`config.mk`:
```
export PLATFORM = sky130hd
export DESIGN_NAME = lc3_regfile
export DESIGN_NICKNAME = d
export VERILOG_FILES = /design/src/rtl/lc3_pkg.sv /design/src/rtl/nzp_gen.sv /design/src/rtl/lc3_regfile.sv
export SDC_FILE = /design/constraint.sdc
export NUM_CORES = 1
export LEC_CHECK = 0
export CORE_MARGIN = 3
export CORE_UTILIZATION = 46
export DETAILED_ROUTE_END_ITERATION = 12
export PLACE_DENSITY = 0.83
export SYNTH_ARGS = -nofsm -noshare
export SYNTH_HDL_FRONTEND = slang
export SYNTH_SLANG_ARGS = --single-unit
```
`constraint.sdc`:
```
create_clock -name Clk -period 1.7 [get_ports Clk]
set_clock_uncertainty 0.1 [all_clocks]
set_input_delay 0.34 -clock Clk [delete_from_list [all_inputs] [get_ports Clk]]
set_output_delay 0.34 -clock Clk [all_outputs]
set_load 0.02 [all_outputs]
```
`src/rtl/lc3_pkg.sv`:
```
// -----------------------------------------------------------------------------
// lc3_pkg
// Shared definitions for the LC-3 register file slice.
//   DATA_W           default datapath width
//   DR_R7            destination index used for JSR/TRAP link writes
//   nzp_t            packed {n,z,p} condition-code type
//   NZP_N/NZP_Z/NZP_P one-hot condition-code constants
// -----------------------------------------------------------------------------
package lc3_pkg;

   localparam int DATA_W = 16;

   localparam logic [2:0] DR_R7 = 3'b111;

   typedef struct packed {
      logic n;
      logic z;
      logic p;
   } nzp_t;

   localparam nzp_t NZP_N = 3'b100;
   localparam nzp_t NZP_Z = 3'b010;
   localparam nzp_t NZP_P = 3'b001;

endpackage : lc3_pkg

```
`src/rtl/nzp_gen.sv`:
```
// -----------------------------------------------------------------------------
// nzp_gen
// Combinational condition-code derivation from a datapath value.
// Ports:
//   value_i  DATA_W  value to classify (two's complement)
//   nzp_o    nzp_t   one-hot {n,z,p}: negative, zero or positive
// -----------------------------------------------------------------------------
module nzp_gen
   import lc3_pkg::nzp_t;
   import lc3_pkg::NZP_N;
   import lc3_pkg::NZP_Z;
   import lc3_pkg::NZP_P;
#(
   parameter int DATA_W = lc3_pkg::DATA_W
) (
   input  logic [DATA_W-1:0] value_i,
   output nzp_t              nzp_o
);

   // The sign bit is tested first, so exactly one code is ever produced.
   always_comb begin
      if (value_i[DATA_W-1]) begin
         nzp_o = NZP_N;
      end else if (value_i == '0) begin
         nzp_o = NZP_Z;
      end else begin
         nzp_o = NZP_P;
      end
   end

endmodule : nzp_gen

```
`src/rtl/lc3_regfile.sv`:
```
// -----------------------------------------------------------------------------
// lc3_regfile
// LC-3 general-purpose register file (R0..R7) plus the NZP condition codes.
// Ports:
//   Clk        clock, all state changes on the rising edge
//   Reset_n    synchronous active-low reset
//   BUS        write data and condition-code source
//   IR         instruction register; IR[11:9] is the default destination
//   DRMUX_SEL  0: destination = IR[11:9], 1: destination = R7
//   LD_REG     register write enable
//   LD_CC      condition-code load enable
//   reg1_out..reg8_out  registered R0..R7
//   NZP        registered condition codes {N,Z,P}
// -----------------------------------------------------------------------------
module lc3_regfile #(
   parameter int              DATA_W    = lc3_pkg::DATA_W,
   parameter logic [DATA_W-1:0] RESET_VAL = '0
) (
   input  logic              Clk,
   input  logic              Reset_n,
   input  logic [DATA_W-1:0] BUS,
   input  logic [15:0]       IR,
   input  logic              DRMUX_SEL,
   input  logic              LD_REG,
   input  logic              LD_CC,
   output logic [DATA_W-1:0] reg1_out,
   output logic [DATA_W-1:0] reg2_out,
   output logic [DATA_W-1:0] reg3_out,
   output logic [DATA_W-1:0] reg4_out,
   output logic [DATA_W-1:0] reg5_out,
   output logic [DATA_W-1:0] reg6_out,
   output logic [DATA_W-1:0] reg7_out,
   output logic [DATA_W-1:0] reg8_out,
   output logic [2:0]        NZP
);

   import lc3_pkg::nzp_t;
   import lc3_pkg::DR_R7;
   import lc3_pkg::NZP_Z;

   logic [2:0]        dr;
   logic [DATA_W-1:0] regs_q [8];
   logic [DATA_W-1:0] regs_d [8];
   nzp_t              nzp_q;
   nzp_t              nzp_d;
   nzp_t              nzp_bus;

   // Only the destination field of IR matters here; the opcode and source
   // fields are decoded elsewhere in the datapath.
   logic unused_ir;
   assign unused_ir = ^{IR[15:12], IR[8:0]};

   // Link writes (JSR/TRAP) always target R7 regardless of IR.
   assign dr = DRMUX_SEL ? DR_R7 : IR[11:9];

   nzp_gen #(
      .DATA_W (DATA_W)
   ) u_nzp_gen (
      .value_i (BUS),
      .nzp_o   (nzp_bus)
   );

   // NOTE: every combinational output gets a default first so a missing
   // branch holds the current value instead of inferring a latch.
   always_comb begin
      regs_d = regs_q;
      nzp_d  = nzp_q;
      if (LD_REG) begin
         regs_d[dr] = BUS;
      end
      if (LD_CC) begin
         nzp_d = nzp_bus;
      end
   end

   // NOTE: state is updated with non-blocking assignments so every flop
   // samples pre-edge values, independent of statement order.
   // NOTE: the array is only eight flop words, so it is reset entry by entry
   // like any other register rather than being left to a RAM macro.
   always_ff @(posedge Clk) begin
      if (!Reset_n) begin
         for (int i = 0; i < 8; i++) begin
            regs_q[i] <= RESET_VAL;
         end
         nzp_q <= NZP_Z;
      end else begin
         regs_q <= regs_d;
         nzp_q  <= nzp_d;
      end
   end

   // Outputs come straight from the storage flops; no write-through path.
   assign reg1_out = regs_q[0];
   assign reg2_out = regs_q[1];
   assign reg3_out = regs_q[2];
   assign reg4_out = regs_q[3];
   assign reg5_out = regs_q[4];
   assign reg6_out = regs_q[5];
   assign reg7_out = regs_q[6];
   assign reg8_out = regs_q[7];
   assign NZP      = nzp_q;

endmodule : lc3_regfile

```
==> flow_summary.toml <==
[clock_tree]
hold_buffers = 0
clock_sinks = 131
numCtsBuffers = 17
cts_tree = "yes"
cts_max_level = 4
postCtsSetupRepairBufs = 0
root_buffer = "clkbuf_8"
clk_pin_slew_ps = 60
ctsLongestPathBuffers = 2
insertion_delay_ps = 510

[sta]
hold_viol_final = 0
tightest_slew_ps = 511
rsz0062_at_grt = "false"
hold_slack_ps = 359
finalWorstSetupSlack_ps = 37.5
slew_viol_final = 0
fmax_mhz = 602
fin_crit_sh_pct = 97.8
final-setup-viol-count = 0
max_slew_margin_pct = 65.6
min_period_ps = 1660

[worst_setup_path]
crit_type = "reg -> out"
end_kind = "primary output"
critPathLaunchType = "register"
critPathSlowestCell = "dfxtp_1"
cp_max_fo = 2
required_ps = 1260
crit_buf_inv = 1
crit_family = "flip-flops"
crit_chain = "dlygate4sd2_1"
worstPathArrival_ps = 1220
crit_path_max_incr_delay_ps = 360

[yosys]
ys_seq_area_share_pct = 51.3
netlist_area_um2 = 5110
ys_warn_count = 0
synth_seq_cells = 131
syn_inst = 622
syn_nets = 659
synth_top_area_share_pct = 51.3
synthTopCellsByArea = "dfxtp_1 (51%), a21oi_1 (11%), nand3_1 (11%)"
synth_top_area_cell = "dfxtp_1"
netlist-cell-type-count = 28
syn_area_per_cell_um2 = 8.22

[final_layout]
nNetsFinal = 801
final_cells = 912
area_growth_pct = 47.1
drive_above_1_share_pct = 11.1
num-fill-cells = 818
n_antenna_cell = 0
stdcell_area_um2 = 7520

[floorplanning]
core_area_um2 = 10600
die_h_um = 111
initial_core_util_pct = 48.4
die_w_um = 111
die_area_um2 = 12400
row_count = 37
io_pins = 168

[detailed_routing]
wl_met3_mm = 1.81
ant_nets = 0
drt-vias-per-instance = 5.96
wirelength_mm = 17.9
routed-via-count = 5431
wl_per_cell_um = 19.7
top_layer_used = "met4"
drtIter0Drc = 570
wl_met2_mm = 8.71
first_pass_iters = 6
wl_met1_mm = 6.81
route.detailed.drc = 0

[global_routing]
grt_start_max_net_pins = 43
grtUsageTotal_pct = 28.1
antenna_found_initial = 0
grt_pass1_vias = 5142
grt_pass1_wl_mm = 27.7
gr-total-overflow = 0

[place]
portBuffers = 154
hpwlAfterDp_mm = 11.6
dp_worst_setup_slack_ps = -353
dpl_cell_area_um2 = 7050
gp_congestion = 0.853
dp.cells = 881

[power_and_ir_drop]
power_leakage_nw = 3.18
power-per-cell-area_nw_per_um2 = 1030
power.total_w = 0.00775
vdd.ir_drop.worst_mv = 0.625

[hold_path]
hp-class = "reg -> reg"

[run]
cap_violations = 0

[status]
status = "completed"
-- Yosys cell counts --
library cell,count
nor4bb_1,1
nand2_1,33
or3_1,1
nor3b_2,2
nand3_1,112
clkinv_1,1
mux2i_1,17
a31oi_1,1
clkbuf_2,1
clkbuf_1,54
dfxtp_1,131
nand2b_1,2
buf_4,2
and2_1,1
a32o_1,1
nor4_1,4
nor3_2,1
nand4bb_1,1
nor2_1,2
nand4_1,1
nor2b_1,2
o21ai_0,71
a21oi_1,113
or3b_1,2
buf_1,2
o21ai_1,42
buf_2,19
inv_1,2
-- stage by stage --
stage          utilization, %  TNS, ps
6_report                 71.2        0
5_1_grt                  71.2        0
4_1_cts                  71.1        0
3_5_place_dp             66.8   -31980
3_3_place_gp             66.8   -26030
2_1_floorplan               -        0
-- cells by family after synthesis --
group | Yosys count | share of synthesized area [%]
flip-flops | 131 | 51.3
AND/OR/NAND/NOR | 165 | 16.3
AO/OA/AOI/OAI | 228 | 22.4
multiplexers | 17 | 3.33
buffers and inverters | 81 | 6.58
-- registers in the layout (all words and copies together), names as in the netlist --
| signal | flops |
|---|---|
| reg1_out | 16 |
| reg2_out | 16 |
| reg3_out | 16 |
| reg4_out | 16 |
| reg5_out | 16 |
| reg6_out | 16 |
| reg7_out | 16 |
| reg8_out | 16 |
| NZP | 3 |
-- path summary, 6_finish.rpt --
check,start,end,cells after the start,slack [ps]
worst max-delay path,reg6_out[11],reg6_out[11],1,40
worst min-delay path,reg8_out[13],reg8_out[13],2,360
worst max register to register,NZP[1],NZP[1],2,860
worst min register to register,reg8_out[13],reg8_out[13],2,360
-- layout make-up --
cell class / instances / area (um^2) / area share, %
well taps: 136 / 170 / 2.26
clock buffers: 19 / 442 / 5.87
clock inverters: 12 / 179 / 2.38
inverters: 3 / 12.5 / 0.166
repair buffers: 201 / 1900 / 25.3
multi-input cells: 410 / 2190 / 29.1
flip-flops and latches: 131 / 2620 / 34.9
-- routing by layer --
metal,vias to the layer above,track usage (%)
met4,0,10.8
met5,-,0
met1,2553,34.5
li1,2481,-
met3,56,8.26
met2,341,46.5
-- report_power, final --
part	leakage (nW)	switching (W)	internal (W)
Sequential	1.06	0.0000333	0.00313
Combinational	1.83	0.000474	0.000275
Clock	0.297	0.00138	0.00246
Total	3.18	0.00189	0.00586
-- cell usage in the layout, fill, tap and decap left out, drive strengths merged, types with 2 or more instances in the layout --
| master | count |
|---|---|
| clkinvlp | 3 |
| mux2i | 17 |
| or3b | 2 |
| dfxtp | 131 |
| a21oi | 113 |
| dlygate4sd2 | 122 |
| bufinv | 4 |
| nor3b | 2 |
| nor2 | 2 |
| inv | 4 |
| buf | 47 |
| clkdlybuf4s50 | 23 |
| nand3 | 112 |
| nand2b | 2 |
| nor2b | 2 |
| o21ai | 113 |
| nand2 | 33 |
| clkbuf | 19 |
| clkinv | 4 |
| clkdlybuf4s15 | 9 |
| nor4 | 4 |
-- timing repair --
action,4_1_cts,5_1_grt
gates cloned,0,0
resized for setup,131,9
setup endpoints to repair,131,9
(Power assumes the default switching activity.)
